## src/rtl/conv3_window_gen.sv

```systemverilog
// 3x3 sliding-window generator over a raster-order feature map: two line buffers
// feed a 3x3 shift window; one window is emitted per interior sample, one cycle late.
module conv3_window_gen #(
  parameter int DATA_W = 32,
  parameter int IMG_W  = 14,
  parameter int IMG_H  = 14
) (
  input  logic              clk,
  input  logic              rst_n,
  input  logic [DATA_W-1:0] pix_in,
  input  logic              valid_in,
  output logic [DATA_W-1:0] win_out [0:2][0:2],
  output logic              valid_out,
  output logic              frame_done
);

  localparam int COL_W = $clog2(IMG_W);
  localparam int ROW_W = $clog2(IMG_H);

  localparam logic [COL_W-1:0] COL_ZERO = COL_W'(0);
  localparam logic [COL_W-1:0] COL_ONE  = COL_W'(1);
  localparam logic [COL_W-1:0] COL_TWO  = COL_W'(2);
  localparam logic [COL_W-1:0] COL_LAST = COL_W'(IMG_W - 1);
  localparam logic [ROW_W-1:0] ROW_ZERO = ROW_W'(0);
  localparam logic [ROW_W-1:0] ROW_ONE  = ROW_W'(1);
  localparam logic [ROW_W-1:0] ROW_LAST = ROW_W'(IMG_H - 1);

  typedef enum logic [0:0] {
    ST_FILL   = 1'b0,
    ST_STREAM = 1'b1
  } state_e;

  state_e             state_q, state_d;
  logic [COL_W-1:0]   col_q, col_d;
  logic [ROW_W-1:0]   row_q, row_d;
  logic               valid_q, valid_d;
  logic               done_q, done_d;
  logic [DATA_W-1:0]  win_q [0:2][0:2];
  logic [DATA_W-1:0]  win_d [0:2][0:2];

  // lb_old holds row r-2, lb_new holds row r-1
  logic [DATA_W-1:0]  lb_old [0:IMG_W-1];
  logic [DATA_W-1:0]  lb_new [0:IMG_W-1];

  logic               col_last_s;
  logic               row_last_s;
  logic [DATA_W-1:0]  lb_old_rd_s;
  logic [DATA_W-1:0]  lb_new_rd_s;

  assign col_last_s  = (col_q == COL_LAST);
  assign row_last_s  = (row_q == ROW_LAST);
  assign lb_old_rd_s = lb_old[col_q];
  assign lb_new_rd_s = lb_new[col_q];

  // Next-state logic for position counters, FILL/STREAM state and output flags
  always_comb begin
    state_d = state_q;
    col_d   = col_q;
    row_d   = row_q;
    valid_d = 1'b0;
    done_d  = 1'b0;
    if (valid_in) begin
      if (col_last_s) begin
        col_d = COL_ZERO;
        if (row_last_s) begin
          row_d = ROW_ZERO;
        end else begin
          row_d = row_q + ROW_W'(1);
        end
      end else begin
        col_d = col_q + COL_ONE;
        row_d = row_q;
      end
      // Only full-width columns of rows >= 2 form a window; none straddles a row edge
      valid_d = (state_q == ST_STREAM) && (col_q >= COL_TWO);
      done_d  = row_last_s && col_last_s;
      case (state_q)
        ST_FILL: begin
          if ((row_q == ROW_ONE) && col_last_s) begin
            state_d = ST_STREAM;
          end else begin
            state_d = ST_FILL;
          end
        end
        ST_STREAM: begin
          if (row_last_s && col_last_s) begin
            state_d = ST_FILL;
          end else begin
            state_d = ST_STREAM;
          end
        end
        default: state_d = ST_FILL;
      endcase
    end else begin
      state_d = state_q;
    end
  end

  // Window shift: columns move left, new right column comes from the line buffers and pix_in
  always_comb begin
    win_d = win_q;
    if (valid_in) begin
      for (int i = 0; i < 3; i++) begin
        win_d[i][0] = win_q[i][1];
        win_d[i][1] = win_q[i][2];
      end
      win_d[0][2] = lb_old_rd_s;
      win_d[1][2] = lb_new_rd_s;
      win_d[2][2] = pix_in;
    end else begin
      win_d = win_q;
    end
  end

  // Control and window registers
  always_ff @(posedge clk or negedge rst_n) begin
    if (!rst_n) begin
      state_q <= ST_FILL;
      col_q   <= COL_ZERO;
      row_q   <= ROW_ZERO;
      valid_q <= 1'b0;
      done_q  <= 1'b0;
      for (int i = 0; i < 3; i++) begin
        for (int j = 0; j < 3; j++) begin
          win_q[i][j] <= '0;
        end
      end
    end else begin
      state_q <= state_d;
      col_q   <= col_d;
      row_q   <= row_d;
      valid_q <= valid_d;
      done_q  <= done_d;
      win_q   <= win_d;
    end
  end

  // Line buffers are overwritten by rows 0/1 of each frame before use, so no reset
  always_ff @(posedge clk) begin
    if (valid_in) begin
      lb_old[col_q] <= lb_new_rd_s;
      lb_new[col_q] <= pix_in;
    end
  end

  assign win_out    = win_q;
  assign valid_out  = valid_q;
  assign frame_done = done_q;

endmodule

```

## config.mk

```make
export PLATFORM = sky130hd
export DESIGN_NAME = conv3_window_gen
export DESIGN_NICKNAME = d
export VERILOG_FILES = /design/src/rtl/conv3_window_gen.sv
export SDC_FILE = /design/constraint.sdc
export NUM_CORES = 1
export LEC_CHECK = 0
export BUFFER_PORTS_ARGS = -buffer_cell sky130_fd_sc_hd__buf_2
export CAP_MARGIN = 20
export CORE_ASPECT_RATIO = 2
export CORE_MARGIN = 2
export CORE_UTILIZATION = 55
export CTS_BUF_LIST = sky130_fd_sc_hd__clkbuf_8
export DETAILED_ROUTE_END_ITERATION = 7
export GPL_TIMING_DRIVEN = 0
export PLACE_DENSITY = 0.88
export SYNTH_ARGS = -nofsm -noshare
export SYNTH_HDL_FRONTEND = slang
export SYNTH_SLANG_ARGS = --single-unit
```

## constraint.sdc

```tcl
create_clock -name clk -period 7.8 [get_ports clk]
set_input_delay 0.39 -clock clk [delete_from_list [all_inputs] [get_ports clk]]
set_output_delay 0.39 -clock clk [all_outputs]
set_load 0.01 [all_outputs]
```

# ---- Yosys cells after proc, flatten, opt, wreduce, memory -nomap -nowiden
# Memory sizes are Yosys's and may differ from the RTL's. A register that Yosys moved wholly into a read port is not among the register bits.
# Index checks and enable logic that the tools add are counted.
dict set report totals {
  regBits 267
  memories 2
  inputBits 35
  output_inout_bits 290
  mem_bits_ro 0
  wordCells 36
  mem_bits_rw 896
  latchBits 0
}
dict set report op_classes {
  addsub 2
  n_eq_ne 3
  bitwise_logic 1
  mux 9
  reduce_logical 5
  div_mod_pow 0
  n_lt_le_gt_ge 1
  mul 0
  n_shift 0
}
# name depth width rd rd_ports_with_merged_regs wr line
set memory_table {}
lappend memory_table {lb_new 14 32 1 0 1 43} ;# logic [DATA_W-1:0] lb_new [0:IMG_W-1];
lappend memory_table {lb_old 14 32 1 1 1 42} ;# logic [DATA_W-1:0] lb_old [0:IMG_W-1];
# operator n
set ops {}
lappend ops {{4-bit by 1-bit adder with 4-bit output (second input constant)} 2}
lappend ops {{4-bit == test (second input constant)} 2}
lappend ops {{4-bit two-way mux} 2}
lappend ops {{1-bit two-way mux} 6}
lappend ops {{4-bit by 1-bit == test with 1-bit output (second input constant)} 1}
lappend ops {{4-bit by 2-bit greater-or-equal comparator with 1-bit output (second input constant)} 1}
lappend ops {{1-bit logical AND} 3}
lappend ops {{1-bit case mux with 2 select lines} 1}
lappend ops {{2-bit AND reduction} 1}
lappend ops {{1-bit zero test} 1}
lappend ops {{1-bit NOT} 1}

# ---- Longest topological paths before layout
dict set report depth {
  ltp_word 4
  mapped_depth 9
}

# ---- Worst setup path before layout
# OpenSTA, ideal clock, no wires.
dict set report synth_path {
  path_type {flip-flop to flip-flop}
  start {register col_q[3]}
  end {memory lb_new[4][0] (enable)}
  synth_period_minus_slack_ps 8033
  setup_ps 644
  path_stages_with_launch 8
  arrival_time_ps 7389
  slack_ps -233
  required_ps 7156
  cell_sequence {dfrtp_1 -> buf_2 -> buf_6 -> buf_4 -> buf_4 -> buf_4 -> buf_2 -> nor4_1}
}
# item line
set synth_rtl {}
lappend synth_rtl {{from (decl)} 34} ;# logic [COL_W-1:0] col_q, col_d;
lappend synth_rtl {{from (signal assigned)} 130} ;# col_q <= col_d;
lappend synth_rtl {{to (decl)} 43}
# Straight into the memory's write port.

# ---- Worst setup path in the final report
dict set report layout_path {
  start {register col_q[2]}
  end {memory lb_new[6][25] (enable)}
}
# Straight into the memory's write port.

==> flow_summary.ini <==
[worst_setup_path]
cp_max_fo = 11
critical_path_arrival_ns = 4.77
r2r_start = col_q[2]
r2r_cells = 10
end_kind = flip-flop
worstReg2RegEnd = lb_new[6][25]
cp-start-kind = flip-flop
criticalPathCategory = reg2reg
r2r_slack_ns = 3.55
worstPathRequired_ns = 8.32

[synthesis]
synth_cell_types = 44
yosys_warnings = 0
synthCells = 2383
synth_area_leaders = edfxtp_1, dfrtp_1, mux2_2, mux4_2, mux2i_1
syn_nets = 2418
synth_area_leader_cell = edfxtp_1
synthArstFlopShare_pct = 25.0
avgSynthCellArea_sq_um = 19.2
yosys_register_bits = 1195
synthFlopType = edfxtp_1
yosysTopAreaCellShare_pct = 58.8
synth-seq-area-share_pct = 75.1
syn-cell-area_sq_um = 45800
synth_edf_count = 896

[clock_tree]
clk_latency_ns = 0.84
postCtsSetupRepairBufs = 0
cts_sinks = 1195
ctsLongestPathBuffers = 3
cts_root_buffer = clkbuf_8
htree_num_levels = 4
cts_tree = done
cts_buffers = 157
clk_pin_slew_ns = 0.07

[route]
routed_via_density = 6.45
drc = 1
first_pass_iters = 8
ant_nets = 0
drt_iter0_drc = 3856
wl_per_cell_um = 31.4
num_vias = 27000
wl_um = 131000

[sta]
fin_tns_setup_ns = 0
worst_slack_ns = 3.55
fmax_mhz = 235
rsz0062_at_grt = no
maxSlewHeadroom_pct = -4.26
setup_violations = 0
skew_ns = 0.0481
worst_pin_slew_ns = 1.56
min_period_over_period_pct = 54.5
finalMaxSlewViolations = 30
min_period_ns = 4.25
hold_viol = 0

[place]
pre_cts_ws_ns = 3.41
dp_hpwl_um = 86800
gp_congestion = 0.874
io_buffers = 324
dp_cells = 3841

[final_layout]
fin_util_pct = 64.9
area_delta_synth_final_pct = 16.9
nets = 3025
final_common_cell = edfxtp_1
stdcell_count = 4181
layout-drive-gt1-share_pct = 39.4
final_cell_mix = edfxtp_1, buf_2, mux2_2

[floorplan]
dieHeight_um = 412
start_util_pct = 55.5
die_w_um = 208
io_pins = 325
core_sq_um = 82400
die_area_sq_um = 85700
std_cell_rows = 149

[status]
outcome = finished with violations
violations = design-rule violations, max-slew violations

[grt]
grt_pass1_vias = 28400
antenna_found_initial = 8
grt_pass1_wl_um = 185000
overflow = 0
grt_max_degree = 120
grtUsageTotal_pct = 30.1

[power]
leakage_nw = 19.5
power.density_nw_per_um2 = 395
ir_drop_mv = 0.210

[run]
maxCapViolCount = 0

[min_path]
holdCritPathClass = in2async
flip-flops by register name (all words and copies together), names as in the netlist:
| name | flops |
|---|---|
| state_q | 1 |
| lb_new | 448 |
| valid_out | 1 |
| lb_old | 448 |
| col_q | 4 |
| frame_done | 1 |
| win_out | 288 |
| row_q | 4 |
per-stage QoR:
stage          hold WS (ns)  cell area (sq um)  power [mW]
2_1_floorplan        0.0944              45800        13.2
3_3_place_gp          0.484              48700        15.7
3_5_place_dp          0.490              50000        16.2
4_1_cts               0.253              53400        20.8
5_1_grt               0.327              53500        21.7
6_report              0.251              53500        21.1
worst max-delay path by stage:
stage | startpoint | to
after floorplan | col_q[1] | lb_new[6][0]
after global placement | valid_in | lb_new[0][8]
after detailed placement | valid_in | lb_new[0][14]
after CTS | col_q[2] | lb_new[5][31]
after global routing | col_q[2] | lb_old[4][0]
final | col_q[2] | lb_new[6][25]
report_power, final:
| part | leakage [nW] | switching (mW) | internal, mW | total, mW |
|---|---|---|---|---|
| logic | 6.08 | 4.44 | 2.68 | 7.12 |
| clock network | 1.77 | 2.36 | 2.23 | 4.59 |
| registers | 11.6 | 0.654 | 8.77 | 9.42 |
| total | 19.5 | 7.46 | 13.7 | 21.1 |
kinds of logic (layout without fill, tap and decap cells):
kind of cell / Yosys count / count (layout) / synth area share (%)
buf+inv: 145 / 883 / 1.74
simple gates: 235 / 235 / 2.66
flops: 1195 / 1195 / 75.1
mux: 578 / 578 / 16.8
other cells: 0 / 3 / 0
compound gates: 228 / 228 / 3.66
xor+xnor: 2 / 2 / 0.0383
Yosys cell counts, drive strengths merged (6+ instances only):
| cell | n |
|---|---|
| edfxtp | 896 |
| mux2 | 347 |
| dfrtp | 299 |
| mux4 | 116 |
| mux2i | 115 |
| buf | 104 |
| nand2b | 78 |
| o211ai | 73 |
| nand2 | 61 |
| clkbuf | 37 |
| a21oi | 36 |
| nor2 | 32 |
| nor2b | 30 |
| a32oi | 25 |
| o21ai | 25 |
| o221a | 25 |
| nand3 | 14 |
| o22ai | 13 |
| a31oi | 12 |
| nor3 | 7 |
| a222oi | 6 |
metal layers:
| metal | vias to the layer above | share of wire (%) | track usage, % |
|---|---|---|---|
| met3 | 658 | 10 | 7.13 |
| met2 | 2294 | 52 | 52.6 |
| met1 | 13400 | 30 | 31.3 |
| li1 | 10600 | - | - |
| met4 | 8 | 7.9 | 22.4 |
| met5 | - | 0.036 | 0.170 |
timing repair:
item                      in CTS  in global routing
hold endpoints to repair     567                  0
hold buffers                  33                  0
resized for setup              0                  0
area by class of cell:
cell class	count	area, sq um
multi-input cells	1043	10700
repair buffers	448	3240
inverters	4	15.0
fillers	5068	28900
plain buffers	141	782
clock buffers	173	2380
flip-flops and latches	1195	34400
diodes	3	7.51
clock inverters	117	671
well taps	1057	1320
critical path, cell delays in order, from the launching register on:
cell and delay (ns):
dfrtp_1 0.37, buf_4 0.20, buf_4 0.31, buf_2 0.43
buf_2 0.42, nand2_1 0.21, buf_1 0.39, nor3_2 0.91
buf_6 0.28, buf_8 0.18, buf_6 0.20
(Power assumes the default switching activity.)
